## src/rtl/oam_dma_ctrl.sv

```systemverilog
// oam_dma_ctrl: sprite DMA bus master that halts the CPU through rdy and copies one page to DEST_ADDR.
// Build option: define OAM_DMA_ALIGN_EN to insert the parity-dependent ALIGN2 dummy cycle.
module oam_dma_ctrl #(
  parameter int unsigned           ADDR_WIDTH = 16,
  parameter int unsigned           REG_WIDTH  = 8,
  parameter logic [ADDR_WIDTH-1:0] TRIG_ADDR  = 16'h4014,
  parameter logic [ADDR_WIDTH-1:0] DEST_ADDR  = 16'h2004,
  parameter int unsigned           XFER_LEN   = 256
) (
  input  logic                  clk,
  input  logic                  reset,
  input  logic [ADDR_WIDTH-1:0] cpu_addr,
  input  logic [REG_WIDTH-1:0]  cpu_dout,
  input  logic                  cpu_r_w_n,
  input  logic [REG_WIDTH-1:0]  mem_dout,
  output logic                  rdy,
  output logic                  bus_grant,
  output logic [ADDR_WIDTH-1:0] dma_addr,
  output logic [REG_WIDTH-1:0]  dma_dout,
  output logic                  dma_r_w_n,
  output logic                  busy,
  output logic                  done
);

  localparam int unsigned CNT_W = 9;
  localparam int unsigned OFS_W = 8;

  typedef enum logic [2:0] {
    S_IDLE   = 3'd0,
    S_HALT   = 3'd1,
    S_ALIGN  = 3'd2,
    S_ALIGN2 = 3'd3,
    S_READ   = 3'd4,
    S_WRITE  = 3'd5,
    S_DONE   = 3'd6
  } state_t;

  state_t                  state_q;
  state_t                  state_d;
  logic [REG_WIDTH-1:0]    page_q;
  logic [REG_WIDTH-1:0]    page_d;
  logic [CNT_W-1:0]        count_q;
  logic [CNT_W-1:0]        count_d;
  logic [CNT_W-1:0]        count_inc_c;
  logic                    trig_c;
  logic                    last_c;
  logic                    align_c;

  logic                    rdy_d;
  logic                    bus_grant_d;
  logic [ADDR_WIDTH-1:0]   dma_addr_d;
  logic [REG_WIDTH-1:0]    dma_dout_d;
  logic                    dma_r_w_n_d;
  logic                    busy_d;
  logic                    done_d;

  // Trigger only counts while idle; later writes to TRIG_ADDR are ignored.
  assign trig_c      = (state_q == S_IDLE) && !cpu_r_w_n && (cpu_addr == TRIG_ADDR);
  assign count_inc_c = count_q + CNT_W'(1);
  assign last_c      = (count_inc_c == CNT_W'(XFER_LEN));

`ifdef OAM_DMA_ALIGN_EN
  logic parity_q;

  // Free-running cycle parity used to align the first read to the CPU's get/put phase.
  always_ff @(posedge clk or posedge reset) begin
    if (reset) parity_q <= 1'b0;
    else       parity_q <= ~parity_q;
  end

  assign align_c = parity_q;
`else
  assign align_c = 1'b0;
`endif

  // State register.
  always_ff @(posedge clk or posedge reset) begin
    if (reset) state_q <= S_IDLE;
    else       state_q <= state_d;
  end

  // Next-state logic; HALT waits out CPU write cycles because the 6502 ignores rdy on writes.
  always_comb begin
    state_d = state_q;
    unique case (state_q)
      S_IDLE:   if (trig_c)    state_d = S_HALT;
      S_HALT:   if (cpu_r_w_n) state_d = S_ALIGN;
      S_ALIGN:  state_d = align_c ? S_ALIGN2 : S_READ;
      S_ALIGN2: state_d = S_READ;
      S_READ:   state_d = S_WRITE;
      S_WRITE:  state_d = last_c ? S_DONE : S_READ;
      S_DONE:   state_d = S_IDLE;
      default:  state_d = S_IDLE;
    endcase
  end

  // Output/datapath decode from the next state so every output leaves a flop.
  always_comb begin
    page_d      = page_q;
    count_d     = count_q;
    rdy_d       = 1'b1;
    bus_grant_d = 1'b0;
    dma_addr_d  = '0;
    dma_dout_d  = dma_dout;
    dma_r_w_n_d = 1'b1;
    busy_d      = 1'b0;
    done_d      = 1'b0;

    if (trig_c) begin
      page_d  = cpu_dout;
      count_d = '0;
    end else if (state_q == S_WRITE) begin
      count_d = count_inc_c;
    end

    if (state_q == S_READ) dma_dout_d = mem_dout;

    unique case (state_d)
      S_IDLE: begin
        rdy_d = 1'b1;
      end
      S_HALT, S_ALIGN, S_ALIGN2: begin
        rdy_d  = 1'b0;
        busy_d = 1'b1;
      end
      S_READ: begin
        rdy_d       = 1'b0;
        busy_d      = 1'b1;
        bus_grant_d = 1'b1;
        // Source offset is count[7:0] only, so the read never leaves the page.
        dma_addr_d  = ADDR_WIDTH'({page_d, count_d[OFS_W-1:0]});
      end
      S_WRITE: begin
        rdy_d       = 1'b0;
        busy_d      = 1'b1;
        bus_grant_d = 1'b1;
        dma_r_w_n_d = 1'b0;
        dma_addr_d  = DEST_ADDR;
      end
      S_DONE: begin
        rdy_d  = 1'b1;
        busy_d = 1'b1;
        done_d = 1'b1;
      end
      default: begin
        rdy_d = 1'b1;
      end
    endcase
  end

  // Datapath and output registers.
  always_ff @(posedge clk or posedge reset) begin
    if (reset) begin
      page_q    <= '0;
      count_q   <= '0;
      rdy       <= 1'b1;
      bus_grant <= 1'b0;
      dma_addr  <= '0;
      dma_dout  <= '0;
      dma_r_w_n <= 1'b1;
      busy      <= 1'b0;
      done      <= 1'b0;
    end else begin
      page_q    <= page_d;
      count_q   <= count_d;
      rdy       <= rdy_d;
      bus_grant <= bus_grant_d;
      dma_addr  <= dma_addr_d;
      dma_dout  <= dma_dout_d;
      dma_r_w_n <= dma_r_w_n_d;
      busy      <= busy_d;
      done      <= done_d;
    end
  end

endmodule

```

## config.mk

```make
export PLATFORM = sky130hd
export DESIGN_NAME = oam_dma_ctrl
export DESIGN_NICKNAME = d
export VERILOG_FILES = /design/src/rtl/oam_dma_ctrl.sv
export SDC_FILE = /design/constraint.sdc
export NUM_CORES = 1
export LEC_CHECK = 0
export BUFFER_PORTS_ARGS = -buffer_cell sky130_fd_sc_hd__buf_2
export CAP_MARGIN = 20
export CORE_MARGIN = 3
export CORE_UTILIZATION = 45
export DETAILED_ROUTE_END_ITERATION = 8
export GPL_ROUTABILITY_DRIVEN = 0
export PLACE_DENSITY = 0.72
export SETUP_SLACK_MARGIN = 0.15
export SLEW_MARGIN = 20
export SYNTH_ARGS = -nofsm -noshare
export SYNTH_HDL_FRONTEND = slang
export SYNTH_SLANG_ARGS = --single-unit
```

## constraint.sdc

```tcl
create_clock -name clk -period 2.9 [get_ports clk]
set_input_delay 0.435 -clock clk [delete_from_list [all_inputs] [get_ports clk]]
set_output_delay 0.435 -clock clk [all_outputs]
set_load 0.01 [all_outputs]
```

==> metrics.yaml, run 1 <==
status: "complete, no violations"
track_usage_pct: 15.10
dr.first_iter.drc_count: 50
clkSinkCount: 49
switching_share_pct: 35.47
drive_gt1_share_pct: 42.92
drc: 0
nNetsFinal: 262
cp-start-kind: "flip-flop"
met1_usage_pct: 19.38
root_buffer: "clkbuf_8"
irDropWorstVdd_mv: 0.4185
wl_per_cell_um: 13.70
finalSetupViolCount: 0
netlist_instances: 163
cp_slowest_stage_delay_ns: 0.46
portBuffers: 63
synth_top_area_cell: "dfrtp_1"
synth_top_cell_area_share_pct: 56.56
cp.arrival_ns: 2.34
relSlewSlack_pct: 46.53
worstSetupEndpointType: "flip-flop"
wirelength_um: 3809
postCtsHoldBufs: 0
muxShareOfSynthArea_pct: 9.627
pwr-share-comb_pct: 36.4
hp-class: "input port to asynchronous set/reset pin"
synth_simple_gate_area_share_pct: 15.04
dr.pass1.iters: 4
avgViaCountPerCell: 5.147
cap_violations: 0
stdcell_count: 278
syn_to_final_growth_pct: 21.30
worst_slew_pin_slew_ns: 0.8012
die_area_sq_um: 5473
synth_area_sq_um: 2079
synth_compound_area_share_pct: 6.438
grt_start_max_net_pins: 50
dieHeight_um: 73.98
ys_seq_elements: 49
rsz0062_at_grt: "false"
yosysSeqAreaShare_pct: 59.09
seq_power_share_pct: 43.8
fp-row-count: 24
cp_num_buf_inv: 0
crit_path_max_fanout: 14
initial_utilization_pct: 47.11
fillers: 377
synthFlopType: "dfrtp_1"
die_x_um: 73.98
synth_fp_nets: 200
path_common_cell: "nor3_1"
cts_tree: "done"
cts_max_path_buffers: 2
path_cells: "ha_1 > nor3_1 > a31oi_1 > a2111o_1 > o211ai_4 > nor3_1"
core_area_sq_um: 4414
max_freq_mhz: 458.3
synth_top_family_by_area: "simple AND/OR/NAND/NOR gates"
clkTransAtPathRegs_ns: 0.08
use_met3_pct: 4.324
antenna_found_initial: 0
cts-resized-gates: 0
final_antenna_net_count: 0
yosysMostFrequentCell: "dfrtp_1"
ioPinCount: 64
power_frac_clock_pct: 19.8
worstSetupPathType: "flip-flop to flip-flop"
switchingPower_uw: 879.2
syn_area_per_cell_sq_um: 12.76
fin_worst_skew_ns: 0.008392
synthTopCellsByCount: "dfrtp_1, mux2_2, nor2_1, nor3_1, nor2b_1"
hold_viol_final: 0
grt_pass1_wl_um: 6299
synth_edf_count: 0
clkLatencyLatePin_ns: 0.29
intPower_uw: 1600
ys_types: 37
use_met2_pct: 24.21
cpLargestDelayFamily: "compound AO/OA/AOI/OAI gates"
cts_setup_buffers: 0
tns_ns: 0
fin_util_pct: 57.14
diodes: 0
synth_xor_area_share_pct: 5.054
finalCriticalPeriod_ns: 2.182
async_flop_share_pct: 100.0
num_vias: 1431
h-tree-depth: 2
grt_pass1_vias: 1403
critPathSlowestCell: "dfrtp_1"
p_leak_uw: 0.001199
drv_slew: 0
dp_cells: 270
total_power_uw: 2479
synthAdderAreaFrac_pct: 1.203
pwr_density_cell_nw_per_um2: 982.8
required_ns: 3.06
period_share_pct: 75.25
dp_hpwl_um: 2797
top_usage_layer: "met2"
ys_warn_count: 0
grt_overflow: 0
synth_area_leaders: "dfrtp_1, mux2_2, xor2_1"
cts_made_buffers: 5
[power by group through the flow]
stage | Clock (uW) | Sequential [uW] | Combinational [uW]
6_report | 491 | 1090 | 902
5_1_grt | 539 | 1120 | 1010
4_1_cts | 507 | 1090 | 919
3_5_place_dp | 0 | 1100 | 916
3_3_place_gp | 0 | 1090 | 899
2_1_floorplan | 0 | 1080 | 707
[worst reg2reg max path, stage by stage (launching register included)]
cell,delay (ns)
dfrtp_1,0.46
ha_1,0.32
nor3_1,0.20
a31oi_1,0.07
a2111o_1,0.43
o211ai_4,0.44
nor3_1,0.13
[metal layers]
| layer | up-vias | wire, um |
|---|---|---|
| li1 | 690 | - |
| met1 | 690 | 1636 |
| met2 | 46 | 1836 |
| met3 | 5 | 296 |
| met4 | 0 | 39 |
| met5 | - | 0 |
[metrics by stage]
stage	setup WS, ns	hold WS, ns	area, sq um
6_report	0.7179	0.2634	2522
3_3_place_gp	0.7545	0.4751	2401
3_5_place_dp	0.7476	0.4841	2401
2_1_floorplan	1.037	0.4663	2079
5_1_grt	0.6217	0.3205	2522
4_1_cts	0.7157	0.3678	2521
[final timing paths]
| kind | from | endpoint | slack [ns] | cells past startpoint |
|---|---|---|---|---|
| setup / recovery | count_q[0] | dma_addr[0] | 0.72 | 6 |
| hold / removal | reset | dma_addr[6] | 0.26 | 2 |
| setup reg to reg | count_q[0] | dma_addr[0] | 0.72 | 6 |
| hold reg to reg | page_q[7] | page_q[7] | 0.50 | 1 |
| max in group asynchronous | reset | state_q[1] | 2.16 | 2 |
| min in group clk | mem_dout[0] | dma_dout[0] | 0.38 | 2 |
[cells in the final DEF (no fill, tap or decap)]
cell type | synthesis | final
buf_2 | 5 | 63
dfrtp_1 | 47 | 47
mux2_2 | 16 | 16
nor2_1 | 14 | 14
nor3_1 | 9 | 9
nor2b_1 | 8 | 8
xor2_1 | 7 | 7
clkbuf_8 | 0 | 6
xnor2_1 | 5 | 5
nand2_1 | 5 | 5
nand3_1 | 4 | 4
nand4_1 | 4 | 4
o21a_1 | 4 | 4
nor4b_1 | 3 | 3
and3_1 | 2 | 2
a31oi_1 | 2 | 2
mux2i_1 | 2 | 2
ha_1 | 2 | 2
dfstp_2 | 2 | 2
nor3b_2 | 1 | 1
nor4_1 | 1 | 1
nor2_4 | 1 | 1
or3_1 | 1 | 1
o21ai_0 | 1 | 1
o211ai_2 | 1 | 1
and3_4 | 1 | 1
a31o_1 | 1 | 1
a311oi_1 | 1 | 1
and3b_1 | 1 | 1
a2111o_1 | 1 | 1
a31o_2 | 1 | 1
o22ai_1 | 1 | 1
inv_1 | 2 | 1
o22a_1 | 1 | 1
o211ai_4 | 1 | 1
nand2b_1 | 1 | 1
clkinv_2 | 0 | 1
bufinv_16 | 0 | 1
clkinvlp_4 | 0 | 1
buf_4 | 1 | 1
[final cells by class]
type                    instances  area, sq um  area share, %
flip-flops and latches         49         1229          48.71
multi-input cells             103        777.0          30.80
repair buffers                 64        322.8          12.80
clock buffers                   6        82.58          3.274
well taps                      52        65.06          2.579
clock inverters                 2        37.54          1.488
inverters                       2        8.758         0.3472
[sequential cells by signal (all words and copies together) (netlist names)]
name / count
bus_grant: 1
busy: 1
count_q: 9
dma_addr: 16
dma_dout: 8
dma_r_w_n: 1
done: 1
page_q: 8
rdy: 1
state_q: 3
[logic make-up (layout without fill, tap and decap cells)]
logic type,Yosys count,in the layout
fa+ha+maj,2,2
xor+xnor,12,12
flops,49,49
compound gates,15,15
simple gates,56,56
mux,18,18
buf+inv,11,74
(Power assumes the default switching activity.)
==> inputs of run 2 (changes only) <==
Settings changed: PLACE_DENSITY 0.72 to 0.74.
Clock period 2.9 ns to 2 ns, I/O delays scaled along.
==> run 2 against run 1 <==
Critical path depth unchanged. Die area unchanged. Final area increased by 7.9%. Combinational power increased by 80%. Via count increased by 5.9%. Cell count increased by 6.5%. Fmax increased by 13%. Global-route usage increased by 0.73 points. Worst setup slack got worse by 0.64 ns. Critical path type unchanged. Largest power group is now combinational logic. Highest routed layer unchanged.
==> metrics.yaml, run 2 (synthesized netlist as in run 1, its figures left out) <==
startpoint: "count_q[0]"
syn_to_final_growth_pct: 30.93
tns_ns: 0  # unchanged
grt_pass1_wl_um: 6575  # +4.4%
dr.pass1.iters: 4  # unchanged
die_x_um: 73.98  # unchanged
fin_worst_skew_ns: 0.007599  # -0.0007929 ns
clkLatencyLatePin_ns: 0.30  # about the same
mostFrequentLayoutCell: "buf_2"
diodes: 0  # unchanged
cts_tree: "done"
dr.first_iter.drc_count: 53  # +6.0%
worstSetupPathType: "flip-flop to flip-flop"
hold_viol_final: 0  # unchanged
worst_slew_pin_slew_ns: 0.3694  # -0.4317 ns
cts_made_buffers: 5  # unchanged
drive_gt1_share_pct: 50.82  # +7.9 points
rsz0062_at_grt: "true"
layout_common_cells: "buf_2, dfrtp_1, mux2_2"
wirelength_um: 4060  # +6.6%
whs_ns: 0.2352  # -0.02818 ns
avgViaCountPerCell: 5.118  # -0.57%
r2r_start: "count_q[0]"
track_usage_pct: 15.83  # +0.73 points
cts_max_path_buffers: 2  # unchanged
cp-endpoint: "dma_addr[4]"
p_leak_uw: 0.001289  # +7.5%
largest-register: "dma_addr"
hp-class: "input port to flip-flop"
fin_area_sq_um: 2723  # +7.9%
critPathSlowestCell: "a2111o_1"
antenna_found_initial: 0  # unchanged
period_share_pct: 96.19  # +21 points
grt_pass1_vias: 1481  # +5.6%
required_ns: 2.18  # -0.88 ns
total_power_uw: 3885  # +57%
fillers: 360  # -4.5%
die_area_sq_um: 5473  # unchanged
grt_overflow: 0  # unchanged
drv_slew: 0  # unchanged
placed_area_sq_um: 2486  # +3.5%
finalSetupViolCount: 0  # unchanged
relSlewSlack_pct: 75.29  # +29 points
dp_hpwl_um: 2955  # +5.6%
rrSetupSlack_ns: 0.08  # -0.64 ns
initial_utilization_pct: 47.11  # unchanged
portBuffers: 63  # unchanged
clkSinkCount: 49  # unchanged
nNetsFinal: 280  # +6.9%
root_buffer: "clkbuf_8"
num_vias: 1515  # +5.9%
ioPinCount: 64  # unchanged
path_cells: "a311oi_1 > a31oi_1 > a2111o_1 > o211ai_4 > buf_6 > nor3_1"
cp_slowest_stage_delay_ns: 0.47  # about the same
pwr_density_cell_nw_per_um2: 1427  # +45%
status: "complete, no violations"
irDropWorstVdd_mv: 0.6842  # +63%
grt_start_max_net_pins: 21  # -58%
drc: 0  # unchanged
final_antenna_net_count: 0  # unchanged
largest_reg_flops: 16  # unchanged
cap_violations: 0  # unchanged
r2r_cells: 6  # unchanged
cp.arrival_ns: 2.10  # -0.24 ns
core_area_sq_um: 4414  # unchanged
cp-start-kind: "flip-flop"
max_freq_mhz: 519.8  # +13%
crit_path_max_fanout: 7  # -7
wl_per_cell_um: 13.72  # +0.11%
dieHeight_um: 73.98  # unchanged
clkTransAtPathRegs_ns: 0.09  # about the same
rr_endpoint: "dma_addr[4]"
reg.largest.list: "dma_addr: 16 flops, count_q: 9 flops"
fp-row-count: 24  # unchanged
finalCriticalPeriod_ns: 1.924  # -0.2583 ns
worstSetupEndpointType: "flip-flop"
h-tree-depth: 2  # unchanged
## run 2: cell count changes in the layout (fill, tap and decap cells not counted), sizes merged
cell | previous run | this run
inv | 1 | 2
dlygate4sd3 | 0 | 1
clkinv | 1 | 0
buf | 64 | 81
## run 2: layout make-up
class                   count  area, sq um  area share (%)
clock buffers               6        82.58           3.033
repair buffers             82        484.2           17.78
clock inverters             2        37.54           1.379
multi-input cells         103        810.8           29.78
flip-flops and latches     49         1235           45.36
well taps                  52        65.06           2.390
inverters                   2        7.507          0.2757
## run 2: per-layer routing
metal / vias up / global-route usage [%] / wire length, um
li1: 728 / - / -
met1: 723 / 18.62 / 1631
met2: 57 / 26.67 / 2032
met3: 7 / 5.000 / 326
met4: 0 / 6.841 / 70
met5: - / 0 / 0
## run 2: metrics by stage
stage | setup slack, ns | instances | util, %
after floorplan | 0.1607 | 163 | -
after global placement | 0.1092 | 281 | 56.32
after detailed placement | 0.06097 | 281 | 56.32
after CTS | 0.1470 | 293 | 60.23
after global routing | -0.03486 | 296 | 61.68
final | 0.07616 | 296 | 61.68
## run 2: worst min path at each step
stage	slack, ns	startpoint	depth (start not counted)	to
2_1_floorplan	0.45	cpu_r_w_n	1	state_q[1]
3_3_place_gp	0.25	reset	2	dma_dout[1]
3_5_place_dp	0.25	reset	2	dma_dout[1]
4_1_cts	0.23	mem_dout[6]	2	dma_dout[6]
5_1_grt	0.23	mem_dout[1]	2	dma_dout[1]
6_report	0.24	mem_dout[0]	2	dma_dout[0]
## run 2: what timing repair did
action / in CTS / in global routing
pin swaps: 2 / 6
hold buffers: 1 / 0
buffers inserted: 3 / 3
endpoints found under the hold margin: 11 / 0
gates resized for setup: 4 / 10
endpoints found under the setup margin: 16 / 17
## run 2: power breakdown
| group | switching (uW) | total (uW) | internal, uW |
|---|---|---|---|
| Clock | 305 | 711 | 406 |
| Sequential | 235 | 1550 | 1320 |
| Combinational | 819 | 1620 | 805 |
| Total | 1360 | 3890 | 2530 |
## run 2: worst max-delay path: cells and delay by family (launching register included)
kind                   cells  cell delay, ns
and+or+nand+nor            1            0.06
AOI/OAI and AO/OA          4            1.13
DFF                        1            0.46
buffers and inverters      1            0.16
==> inputs of run 3 (changes only) <==
Settings changed: PLACE_DENSITY 0.74 to 0.72.
Clock period 2 ns to 1.9 ns, I/O delays scaled along.
==> run 3 against run 2 <==
The flow now finishes with violations (hold timing). First-iteration DRC count grew 7.5%. Global-route usage is 0.35 points higher. Power grew 3.7%. Critical path type unchanged. Largest power group unchanged.
==> metrics.yaml, run 3 (synthesized netlist as in run 1, its figures left out) <==
finalSetupViolCount: 0  # unchanged
p_leak_uw: 0.001274  # -1.2%
die_area_sq_um: 5473  # unchanged
fin_worst_skew_ns: 0.009238  # +0.001639 ns
drive_gt1_share_pct: 49.58  # -1.2 points
tns_ns: 0  # unchanged
h-tree-depth: 2  # unchanged
drv_slew: 0  # unchanged
cp.arrival_ns: 2.03  # -0.07 ns
irDropWorstVdd_mv: 0.6663  # -2.6%
rsz0062_at_grt: "true"
dr.pass1.iters: 4  # unchanged
violations: "hold timing"
layout_common_cells: "buf_2, dfrtp_1, mux2_2"
critPathSlowestCell: "dfrtp_2"
worstSetupPathType: "flip-flop to flip-flop"
grt_pass1_wl_um: 6658  # +1.3%
cap_violations: 0  # unchanged
final_antenna_net_count: 0  # unchanged
clkLatencyLatePin_ns: 0.30  # about the same
portBuffers: 63  # unchanged
grt_pass1_vias: 1477  # -0.27%
ioPinCount: 64  # unchanged
cp_slowest_stage_delay_ns: 0.45  # -0.02 ns
syn_to_final_growth_pct: 28.76
r2r_start: "count_q[0]"
status: "finished with violations"
fp-row-count: 24  # unchanged
wirelength_um: 3995  # -1.6%
dp_cells: 279  # -0.71%
drc: 0  # unchanged
hp-class: "input port to asynchronous set/reset pin"
mostFrequentLayoutCell: "buf_2"
grt_overflow: 0  # unchanged
worst_slew_pin_slew_ns: 0.5036  # +0.1342 ns
hold_viol_final: 1  # +1
avgViaCountPerCell: 5.072  # -0.91%
clkTransAtPathRegs_ns: 0.09  # about the same
reg.largest.list: "dma_addr: 16 flops, count_q: 9 flops"
path_cells: "ha_4 > a31o_1 > a2111o_1 > o211ai_4 > buf_12 > nor3_1"
largest_reg_flops: 16  # unchanged
core_area_sq_um: 4414  # unchanged
nNetsFinal: 276  # -1.4%
clkSinkCount: 49  # unchanged
grt_start_max_net_pins: 27  # +29%
whs_ns: -0.0006229  # -0.2359 ns
max_freq_mhz: 543.3  # +4.5%
wl_per_cell_um: 13.68  # -0.25%
cp_num_buf_inv: 1  # unchanged
cpLargestDelayFamily: "compound AO/OA/AOI/OAI gates"
cp-start-kind: "flip-flop"
largest-register: "dma_addr"
required_ns: 2.09  # -0.09 ns
finalCriticalPeriod_ns: 1.841  # -0.08318 ns
cts_made_buffers: 5  # unchanged
die_x_um: 73.98  # unchanged
pwr_density_cell_nw_per_um2: 1505  # +5.4%
root_buffer: "clkbuf_8"
stdcell_count: 292  # -1.4%
worstSetupEndpointType: "flip-flop"
period_share_pct: 96.88  # +0.68 points
dp_hpwl_um: 2939  # -0.53%
track_usage_pct: 16.18  # +0.35 points
num_vias: 1481  # -2.2%
postCtsHoldBufs: 0  # -1
cts_tree: "done"
relSlewSlack_pct: 66.38  # -8.9 points
startpoint: "count_q[0]"
cts_max_path_buffers: 2  # unchanged
initial_utilization_pct: 47.11  # unchanged
diodes: 0  # unchanged
crit_path_max_fanout: 14  # +7
dr.first_iter.drc_count: 57  # +7.5%
antenna_found_initial: 0  # unchanged
dieHeight_um: 73.98  # unchanged
==> run 3: area by class of cell <==
cell class / count / area [sq um]
well taps: 52 / 65.06
repair buffers: 78 / 452.9
fillers: 374 / 1737
multi-input cells: 103 / 805.8
clock inverters: 2 / 38.79
inverters: 2 / 7.507
clock buffers: 6 / 72.57
flip-flops and latches: 49 / 1235
==> run 3: worst paths after layout <==
check	endpoint	slack (ns)	cells after the start
worst max-delay path	dma_addr[7]	0.06	6
worst min-delay path	count_q[5]	-0.0006	2
worst max register to register	dma_addr[7]	0.06	6
worst min register to register	page_q[1]	0.50	1
max in group asynchronous	dma_r_w_n	1.32	3
min in group clk	dma_dout[0]	0.21	2
==> run 3: report_power, final <==
part / switching (uW) / internal (uW)
clock network: 329 / 395
registers: 253 / 1380
logic: 823 / 844
total: 1400 / 2620
==> run 3: worst reg2reg max path, cell delays in order, from the launching register on <==
cell and delay, ns:
dfrtp_2 0.45, ha_4 0.20, a31o_1 0.21, a2111o_1 0.42, o211ai_4 0.22, buf_12 0.16, nor3_1 0.06
==> run 3: metrics by stage <==
step	utilization [%]	power, uW	hold WS, ns	setup slack (ns)	cell area [sq um]
6_report	60.66	4029	-0.0006229	0.05934	2678
3_5_place_dp	56.94	3283	0.3488	-0.01249	2514
4_1_cts	60.43	4066	0.02023	0.04389	2668
5_1_grt	60.66	4329	0.04447	-0.01646	2678
3_3_place_gp	56.94	3243	0.3511	0.01110	2514
2_1_floorplan	-	2774	0.4362	0.09748	2110
==> run 3: timing repair <==
item,CTS,global route
setup endpoints to repair,17,17
endpoints found under the hold margin,0,0
buffers inserted,5,0
resized for setup,4,2
pin swaps,2,0
==> run 3: per-layer routing <==
| metal | track usage [%] | wire [um] | up-vias |
|---|---|---|---|
| met1 | 19.52 | 1715 | 705 |
| met4 | 5.634 | 70 | 0 |
| met2 | 26.18 | 1860 | 50 |
| met5 | 0 | 0 | - |
| met3 | 6.757 | 348 | 9 |
| li1 | - | - | 717 |
